===== src/rtl/vote_button_array.sv =====
// vote_button_array
// Debounce and vote qualifier for the ballot-unit push buttons. Each raw button
// must be seen high on HOLD_CYCLES consecutive edges before it can produce a vote.
// Every press yields at most one registered single-cycle pulse. After an accepted
// vote or a rejected simultaneous press, all channels are locked out for
// LOCKOUT_CYCLES. A saturating tally counts the accepted votes.
//
// Ports
//   clock       rising-edge clock
//   reset       synchronous, active-high
//   button      synchronised raw buttons, 1 = pressed
//   vote_en     1 = voting open; 0 = hold counters cleared, nothing accepted
//   valid_vote  one-hot single-cycle pulse on the accepted channel
//   vote_valid  OR of valid_vote
//   vote_id     index of the accepted channel while vote_valid is high, else 0
//   conflict    single-cycle pulse when a simultaneous qualification is rejected
//   busy        lockout active
//   vote_total  accepted-vote count, saturates at all-ones
module vote_button_array #(
  parameter int N_BUTTONS      = 4,
  parameter int HOLD_CYCLES    = 2,
  parameter int CNT_W          = 32,
  parameter int LOCKOUT_CYCLES = 4,
  parameter int MULTI_REJECT   = 1,
  parameter int TOTAL_W        = 16,
  localparam int ID_W          = (N_BUTTONS > 1) ? $clog2(N_BUTTONS) : 1
) (
  input  logic                 clock,
  input  logic                 reset,
  input  logic [N_BUTTONS-1:0] button,
  input  logic                 vote_en,
  output logic [N_BUTTONS-1:0] valid_vote,
  output logic                 vote_valid,
  output logic [ID_W-1:0]      vote_id,
  output logic                 conflict,
  output logic                 busy,
  output logic [TOTAL_W-1:0]   vote_total
);

  localparam int LOCK_W = (LOCKOUT_CYCLES > 0) ? $clog2(LOCKOUT_CYCLES + 1) : 1;

  logic [CNT_W-1:0]     hold_cnt [N_BUTTONS];
  logic [LOCK_W-1:0]    lock_cnt;
  logic [N_BUTTONS-1:0] qual;
  logic [N_BUTTONS-1:0] winner;
  logic [ID_W-1:0]      winner_id;
  logic                 found;
  logic                 any_qual;
  logic                 multi_qual;
  logic                 accept;
  logic                 reject;

  // A channel qualifies only on the edge its counter steps from HOLD-1 to HOLD.
  // A counter already saturated at HOLD can never qualify again, which is what
  // limits each press to a single vote and drops presses that mature in lockout.
  always_comb begin
    qual      = '0;
    winner    = '0;
    winner_id = '0;
    found     = 1'b0;
    for (int i = 0; i < N_BUTTONS; i++) begin
      qual[i] = vote_en & button[i] & (hold_cnt[i] == CNT_W'(HOLD_CYCLES - 1)) &
                (lock_cnt == '0);
    end
    for (int i = 0; i < N_BUTTONS; i++) begin
      if (qual[i] && !found) begin
        winner[i] = 1'b1;
        winner_id = ID_W'(i);
        found     = 1'b1;
      end
    end
    any_qual   = |qual;
    // More than one bit set: clearing the lowest set bit leaves something behind.
    multi_qual = (qual & (qual - N_BUTTONS'(1))) != '0;
    reject     = multi_qual && (MULTI_REJECT != 0);
    accept     = any_qual && !reject;
  end

  always_ff @(posedge clock) begin
    if (reset) begin
      for (int i = 0; i < N_BUTTONS; i++) hold_cnt[i] <= '0;
      lock_cnt   <= '0;
      valid_vote <= '0;
      vote_valid <= 1'b0;
      vote_id    <= '0;
      conflict   <= 1'b0;
      vote_total <= '0;
    end else begin
      for (int i = 0; i < N_BUTTONS; i++) begin
        if (!vote_en || !button[i])
          hold_cnt[i] <= '0;
        else if (hold_cnt[i] < CNT_W'(HOLD_CYCLES))
          hold_cnt[i] <= hold_cnt[i] + CNT_W'(1);
      end

      valid_vote <= accept ? winner : '0;
      vote_valid <= accept;
      vote_id    <= accept ? winner_id : '0;
      conflict   <= reject;

      // Lockout is a down-counter loaded on the same edge that issues the pulse.
      if (accept || reject)
        lock_cnt <= LOCK_W'(LOCKOUT_CYCLES);
      else if (lock_cnt != '0)
        lock_cnt <= lock_cnt - LOCK_W'(1);

      if (accept && (vote_total != '1))
        vote_total <= vote_total + TOTAL_W'(1);
    end
  end

  assign busy = (lock_cnt != '0);

endmodule

===== config.mk =====
export PLATFORM = sky130hd
export DESIGN_NAME = vote_button_array
export DESIGN_NICKNAME = d
export VERILOG_FILES = /design/src/rtl/vote_button_array.sv
export SDC_FILE = /design/constraint.sdc
export NUM_CORES = 1
export LEC_CHECK = 0
export CORE_MARGIN = 2
export CORE_UTILIZATION = 60
export DETAILED_ROUTE_END_ITERATION = 8
export PLACE_DENSITY_LB_ADDON = 0.1
export SLEW_MARGIN = 20
export SYNTH_ARGS = -nofsm -noshare
export SYNTH_HDL_FRONTEND = slang
export SYNTH_SLANG_ARGS = --single-unit

===== constraint.sdc =====
create_clock -name clock -period 9.55 [get_ports clock]
set_input_delay 2.865 -clock clock [delete_from_list [all_inputs] [get_ports clock]]
set_output_delay 2.865 -clock clock [all_outputs]
set_load 0.01 [all_outputs]

==> out/summary.md, run 1 <==
The flow ran to the end, and the final reports show no timing, DRC or antenna violations. After legalization and detailed placement, the total HPWL measured 5447 µm. The number of ports placed on the die boundary is 32, and the max-capacitance violation count is 0. The logs give 191.5 MHz for the maximum achievable frequency and 9.75 ns for the data required time of the worst path.

Worst clock skew: 0.008503 ns. The synthesized netlist contains 43 unique library cells. The tools report the clock latency on the worst-skew pair as 0.51 ns. In this run the tool buffered the top-level ports with 31 buffer cells. The worst-case headroom to the max-slew limit is 0.4264, and the number of instances in the synthesized netlist is 368. The logs give 0 for the max-slew violation total from the final report and 3,213 for the number of global-route vias before repair. Final worst-path cycle share: 0.5468. The number of CTS-inserted buffers is 17. The global routing usage summed across all routing layers is 0.1848, and the clock slew at the register clock pins of the worst setup and hold paths is 0.07 ns. After the first detailed-routing iteration, the DRC count stood at 156. The tightest min-delay check is of the flip-flop to flip-flop type. The H-tree depth came out at 4. For the wire length of the first global-routing pass, the log shows 14,430 µm. In this run the horizontal extent of the chip is 102.3 µm. In the final routed layout, each cell accounts on average for 12.72 µm. The floorplan has 35 rows.

Dividing total power by cell area gives a power density of 209.0 nW/µm². For this run, the detailed router's first-pass iteration total came to 4. For the finished layout, the period the worst path requires is 5.222 ns. The initial standard-cell utilization of the core was 0.6216; the post-CTS setup repair buffer count was 0. At the pin with the least slew margin, the transition time is 0.8586 ns.

Number of antenna violations at the first check in global routing: 0. For this design the static power due to leakage is 2.806 nW. Among all flip-flop cells after synthesis, the most frequent one is sky130_fd_sc_hd__edfxtp_1. The antenna cell count was 0. The setup TNS was 0 ns. The share of synthesized registers carrying an async set or reset was 0. For the number of warnings issued by yosys, the log shows 0.

Compared with the post-synthesis result, the final layout area differs by 25.77%. For the sequential cell area in the final layout, the log shows 4384 µm². Number of hold buffers added after cts: 0. In this run the worst path has a maximum fanout of 18. The net count of the finished layout is 550. For this block, the routed nets add up to 8563 µm of wire. Residual antenna-violating net count after detailed routing: 0. The ratio of routed vias to standard cells was 4.900. The logs give 155 for the clock sink count and 0 for the total of cells resized after clock tree synthesis.

Fraction of final layout cells sized beyond drive strength 1: 0.08272. The count of flip-flops with a built-in enable after synthesis is 128. In the routed design, unresolved DRC markers number 0.

The remaining global-route overflow was 0. The worst setup path is of the input port to flip-flop kind. Setup repair after global routing left no endpoint under its margin. The tools report the area taken by multi-input logic gates as 1769 µm². Across all layers, the routed design uses 3,298 vias. The tools report the endpoint kind of the worst setup timing path as a flip-flop.

Across the VDD grid, the largest voltage drop is 132.7 µV. The maximum buffer depth of the clock tree is 2, and the average instance area after synthesis is 15.76 µm². By area the synthesized netlist is led by sky130_fd_sc_hd__edfxtp_1 (66%), sky130_fd_sc_hd__dfxtp_1 (9.3%), sky130_fd_sc_hd__nor4_1 (3.3%), sky130_fd_sc_hd__ha_1 (2.4%), sky130_fd_sc_hd__nor2_1 (1.7%).

The layout has 551 filler cells. The number of hold violations in the final report was 0. After floorplanning, the core was sized to cover 9328 µm².

Routability-driven placement finished with a final weighted congestion of 0.7403. The area share of the leading cell type in the synthesized netlist was 0.6629. The tree is rooted in a sky130_fd_sc_hd__clkbuf_8. After synthesis the cells add up to 5798 µm². The maximum number of pins on one net before global-route repair is 33. The biggest area contributor in the post-synthesis netlist is sky130_fd_sc_hd__edfxtp_1.

The sequential share of the synthesized area is 0.7562. The worst setup path is launched from an input port. Final hold analysis gives a worst-case slack of 0.4887 ns. STA puts the critical path data arrival time at 5.42 ns.

The flop and latch count out of synthesis came out at 155. Setup violations remaining at the end of the flow were counted as 0. The floorplan step defined a die boundary enclosing 10,470 µm². The floorplan step set the die height to 102.3 µm.

TritonCTS built the clock tree.
==> placed cells by master, fill, tap and decap left out, drive strengths merged, types with 3 or more instances in the layout <==
| cell | instances |
|---|---|
| edfxtp | 128 |
| clkdlybuf4s50 | 31 |
| or4 | 8 |
| xnor2 | 4 |
| nor4 | 33 |
| or3 | 5 |
| ha | 11 |
| a21oi | 11 |
| dfxtp | 27 |
| nand3b | 3 |
| and2 | 7 |
| clkinv | 5 |
| o31ai | 5 |
| buf | 6 |
| clkinvlp | 3 |
| mux2 | 4 |
| nand3 | 5 |
| and3 | 4 |
| nor2b | 13 |
| conb | 116 |
| nand4 | 11 |
| inv | 13 |
| nand2 | 11 |
| clkbuf | 17 |
| o21ai | 6 |
| nor3 | 9 |
| xor2 | 4 |
| bufinv | 3 |
| nor2 | 26 |
==> sequential cells by signal, summed over array words and instances, names as in the netlist <==
| name | cells |
|---|---|
| hold_cnt | 128 |
| vote_total | 16 |
| valid_vote | 4 |
| lock_cnt | 3 |
| vote_id | 2 |
| conflict | 1 |
| vote_valid | 1 |
==> critical path, cell delays in order <==
cell and delay, ns:
sky130_fd_sc_hd__clkdlybuf4s50_1 0.61, sky130_fd_sc_hd__nor4bb_1 0.26, sky130_fd_sc_hd__nand4_1 0.21, sky130_fd_sc_hd__or4_1 0.52
sky130_fd_sc_hd__nand4b_1 0.58, sky130_fd_sc_hd__buf_4 0.37
==> routing by layer <==
| layer | up-vias | GRT usage | part of all wire |
|---|---|---|---|
| li1 | 1646 | - | - |
| met1 | 1550 | 0.2205 | 0.43 |
| met2 | 82 | 0.3117 | 0.51 |
| met3 | 20 | 0.05472 | 0.043 |
| met4 | 0 | 0.08513 | 0.021 |
| met5 | - | 0 | 0 |
==> report_power, final <==
part | internal [mW] | switching (mW)
logic | 0.0269 | 0.0445
clock network | 0.397 | 0.255
registers | 0.785 | 0.0158
==> kinds of logic (layout without fill, tap and decap cells) <==
kind of cell,Yosys count,count (layout),synth area share
xor gates and xnor gates,8,8,0.01208
adders and majority gates,12,12,0.02546
buffers and inverters,17,78,0.01316
muxes,5,5,0.009495
AOI/OAI and AO/OA,28,28,0.03194
and+or+nand+nor,142,142,0.1511
DFF,155,155,0.7562
other,1,116,0.0006468
==> area by class of cell <==
| cell class | instances | area share |
|---|---|---|
| flip-flops and latches | 155 | 0.6012 |
| multi-input cells | 311 | 0.2426 |
| clock buffers | 17 | 0.05679 |
| repair buffers | 37 | 0.04873 |
| clock inverters | 14 | 0.02334 |
| well taps | 129 | 0.02213 |
| inverters | 10 | 0.005148 |
==> metrics by stage <==
step           area (µm²)  utilization  instances  setup WS, ns  power (mW)
6_report             7292       0.7818        673         4.328       1.524
5_1_grt              7292       0.7818        673         4.117       1.576
4_1_cts              7292       0.7818        673         4.335       1.535
3_5_place_dp         6708       0.7191        642         3.836      0.8837
3_3_place_gp         6708       0.7191        642         3.884      0.8783
2_1_floorplan        6230            -        483         4.494      0.8601
==> worst paths after layout <==
check	start	to	slack (ns)	depth (start not counted)
hold / removal	vote_total[13]	vote_total[13]	0.49	2
setup / recovery	vote_en	hold_cnt[0][0]	4.33	6
hold reg to reg	vote_total[13]	vote_total[13]	0.49	2
setup reg to reg	lock_cnt[0]	vote_total[8]	6.49	10
==> Yosys cell counts (all sizes together) (2+ instances only) <==
cell	n
edfxtp	128
nor4	33
dfxtp	27
nor2	26
nor2b	13
a21oi	11
ha	11
nand2	11
nand4	11
inv	10
nor3	9
or4	8
and2	7
o21ai	6
nand3	5
o31ai	5
or3	5
and3	4
clkbuf	4
mux2	4
xnor2	4
xor2	4
buf	3
nand3b	3
a221oi	2
nand4b	2
nor4b	2
Note: power is estimated with default switching activity, not from simulation.
==> run 2: changes to the inputs <==
CORE_UTILIZATION = 53   (was 60)
clock period = 4.6 ns   (was 9.55 ns; I/O delays follow)
==> run 2 against run 1 <==
Compared with the run above: clock skew down 0.0029 ns; setup slack lost 3.4 ns; critical path depth is 3 higher; final cell count up 1.8%; clock power increased by 93%; via count shrank 1.5%; global-route usage decreased by 1.7 points; core utilization down 10 points.
==> out/summary.md, run 2 (synthesis results as in run 1) <==
The data required time of the worst path was 5.00 ns (-4.75 ns); the count of nets after finishing was 550 (unchanged). For the placed wire-length estimate, the log shows 5872 µm (+7.8%). The combinational cell fraction of total power was 0.048 (about the same); the starting DRC count in detailed routing was 107 (-31%). The master cell of the clock root buffer is sky130_fd_sc_hd__clkbuf_8. The run gives 0.4502 (+0.02384) as the worst-case headroom to the max-slew limit.

The weighted congestion at the end of routability-driven global placement is 0.7929 (+7.1%). For the minimum setup slack in the final design, the log shows 0.9185 ns (-3.410 ns). The maximum number of pins on one net before global-route repair is 33 (unchanged), and the total power per unit cell area is 421.2 nW/µm² (+100%). Type of origin of the critical path: an input port. The total of fill cells in the finished design is 780 (+42%). The area growth from synthesis to final layout works out to 25.77% (unchanged). The run gives 0.541 (+0.016) as the share of power burned in registers. The horizontal extent of the die is 108.6 µm (+6.2%), and the number of global-route vias before repair is 3,302 (+2.8%).

Area enclosed by the die boundary: 11,790 µm² (+13%). The via count of the routed design was 3,247 (-1.5%); the number of hold violations in the final report was 0 (unchanged). Maximum achievable frequency: 271.6 MHz. The run gives 32 (unchanged) as the number of ports placed on the die boundary. The ratio of routed vias to standard cells is 4.740 (-3.3%), and the number of hold buffers added after cts is 0 (unchanged). For the maximum buffer depth of the clock tree, the log shows 2 (unchanged). The worst-case setup slack after placement was 0.3662 ns (-3.469 ns); the shortest clock period the worst path allows after layout was 3.681 ns. STA classifies the critical path endpoint as a flip-flop. The final hold slack is 0.5022 ns (+0.01355 ns).

Leaving out fill and tap cells, the most frequent cells in the layout are sky130_fd_sc_hd__edfxtp_1 (128), sky130_fd_sc_hd__conb_1 (116), sky130_fd_sc_hd__nor4_1 (31), sky130_fd_sc_hd__clkdlybuf4s50_1 (31), sky130_fd_sc_hd__dfxtp_1 (27). The worst clock skew was 0.005586 ns (-0.002917 ns); the clock slew at the register clock pins of the worst setup and hold paths was 0.06 ns (about the same). The logs give 10,750 µm² (+15%) for the core region area and 0 (unchanged) for the post-CTS setup repair buffer count. The number of core rows is 38 (+8.6%). The number of flip-flops in the largest register came out at 128 (unchanged). The number of antenna violations at the first check in global routing was 0 (unchanged); the antenna cell count was 0 (unchanged). Max-slew violation total from the final report: 0 (unchanged). The run gives 0 (unchanged) as the total of cells resized after clock tree synthesis.

The run gives 17 (unchanged) as the number of CTS-inserted buffers. The flow ran to the end, and the final reports show no timing, DRC or antenna violations. For the residual antenna-violating net count after detailed routing, the log shows 0 (unchanged). The slew at the pin with the worst max-slew slack is 0.8230 ns (-0.03568 ns), and the vertical extent of the die is 108.6 µm (+6.2%).

The category of the most critical setup path was input port to flip-flop. The library cell used most frequently in the layout, excluding fill and tap cells, is sky130_fd_sc_hd__edfxtp_1. The final routed wire length divided by cell count is 12.81 µm (+0.65%), and the DRC violation count after routing is 0 (unchanged).

The clock latency on the worst-skew pair was 0.51 ns (about the same). The tools report the portion of total power attributed to the clock network as 0.411 (-0.017). The initial standard-cell utilization of the core was 0.5396 (-0.08201).

The final count of negative-setup-slack endpoints was 0 (unchanged). Register with the most flip-flops: hold_cnt. The largest registers in the layout are hold_cnt (128), vote_total (16), valid_vote (4). The power dissipated by switching net loads is 0.6553 mW (+110%). The tools report the global routing usage summed across all routing layers as 0.1676 (-0.01720). The post-route total power is 3.072 mW (+100%). The port buffer count was 31 (unchanged). TritonCTS built the clock tree.

The peak fanout along the critical path is 24 (+6). The leakage power summed over all cells was 2.793 nW (-0.45%); the H-tree depth was 4 (unchanged). The tools report the remaining global-route overflow as 0 (unchanged). The switching fraction of total power works out to 0.2133 (+0.006574).

The class of the worst hold path is flip-flop to flip-flop. The tools report the critical path data arrival time as 4.08 ns (-1.34 ns). The design internal power was 2.416 mW (+100%); the clock sink count was 155 (unchanged). The final worst-path cycle share is 0.8003, and the wire length of the first global-routing pass is 14,730 µm (+2.1%). The setup TNS came out at 0 ns (unchanged). Setup repair after global routing left no endpoint under its margin.

The detailed-router iteration count before antenna repair came out at 4 (unchanged). The routed wire length is 8772 µm (+2.4%), and the max-capacitance violation count is 0 (unchanged). Worst voltage drop across the vdd grid: 228.0 µV (+72%).

The fraction of final layout cells sized beyond drive strength 1 was 0.08440 (+0.001683).
==> run 2: cell types whose count changed in the layout (fill, tap and decap cells not counted) <==
cell                         previous run  this run
sky130_fd_sc_hd__bufinv_16              3         0
sky130_fd_sc_hd__buf_12                 0         1
sky130_fd_sc_hd__inv_6                  3         2
sky130_fd_sc_hd__clkinvlp_2             1         0
sky130_fd_sc_hd__clkbuf_1               0         2
sky130_fd_sc_hd__clkbuf_16             16        18
sky130_fd_sc_hd__clkinv_2               0         1
sky130_fd_sc_hd__clkinvlp_4             2         5
sky130_fd_sc_hd__buf_4                  6         5
sky130_fd_sc_hd__clkinv_1               2         0
==> run 2: path summary, 6_finish.rpt <==
check	endpoint	startpoint	cells past startpoint	slack (ns)
setup / recovery	vote_total[8]	vote_en	9	0.92
hold / removal	vote_total[4]	vote_total[4]	2	0.50
setup reg to reg	vote_total[8]	lock_cnt[0]	10	1.57
hold reg to reg	vote_total[4]	vote_total[4]	2	0.50
==> run 2: per-stage QoR <==
| stage | std cells | utilization | cell area, µm² |
|---|---|---|---|
| finish | 685 | 0.6786 | 7292 |
| global route | 685 | 0.6786 | 7292 |
| CTS | 685 | 0.6786 | 7292 |
| detailed placement | 653 | 0.6267 | 6734 |
| global placement | 653 | 0.6267 | 6734 |
| floorplan | 483 | - | 6230 |
==> run 2: final cells by class <==
cell class                 count  area, µm²  area share
clock buffer                  21      471.7     0.06469
multi-input combinational    311       1769      0.2426
timing repair buffer          37      367.9     0.05045
sequential                   155       4384      0.6012
clock inverter                11      86.33     0.01184
tap                          140      175.2     0.02402
inverter                      10      37.54    0.005148
==> run 2: power by group through the flow <==
stage	clock (mW)	combinational, mW	sequential [mW]
after CTS	1.30	0.149	1.66
after global placement	0	0.144	1.69
after floorplan	0	0.104	1.68
final	1.26	0.149	1.66
after global routing	1.35	0.175	1.67
after detailed placement	0	0.147	1.69
==> run 2: layer usage <==
| layer | share of wire | vias up | global-route usage | wire [µm] |
|---|---|---|---|---|
| met5 | 0 | - | 0 | 0 |
| met4 | 0.016 | 0 | 0.06868 | 140 |
| met3 | 0.041 | 12 | 0.06028 | 357 |
| met2 | 0.51 | 50 | 0.2835 | 4451 |
| met1 | 0.44 | 1536 | 0.1939 | 3824 |
| li1 | - | 1649 | - | - |
==> run 2: critical path, cell delays in order <==
cell and delay (ns):
sky130_fd_sc_hd__clkdlybuf4s50_1 0.63, sky130_fd_sc_hd__nor4bb_1 0.26, sky130_fd_sc_hd__nand4_1 0.21, sky130_fd_sc_hd__nor3_4 0.38
sky130_fd_sc_hd__nor4b_2 0.29, sky130_fd_sc_hd__a221oi_2 0.06, sky130_fd_sc_hd__buf_4 0.22, sky130_fd_sc_hd__nor4_1 0.30
sky130_fd_sc_hd__mux2_2 0.36
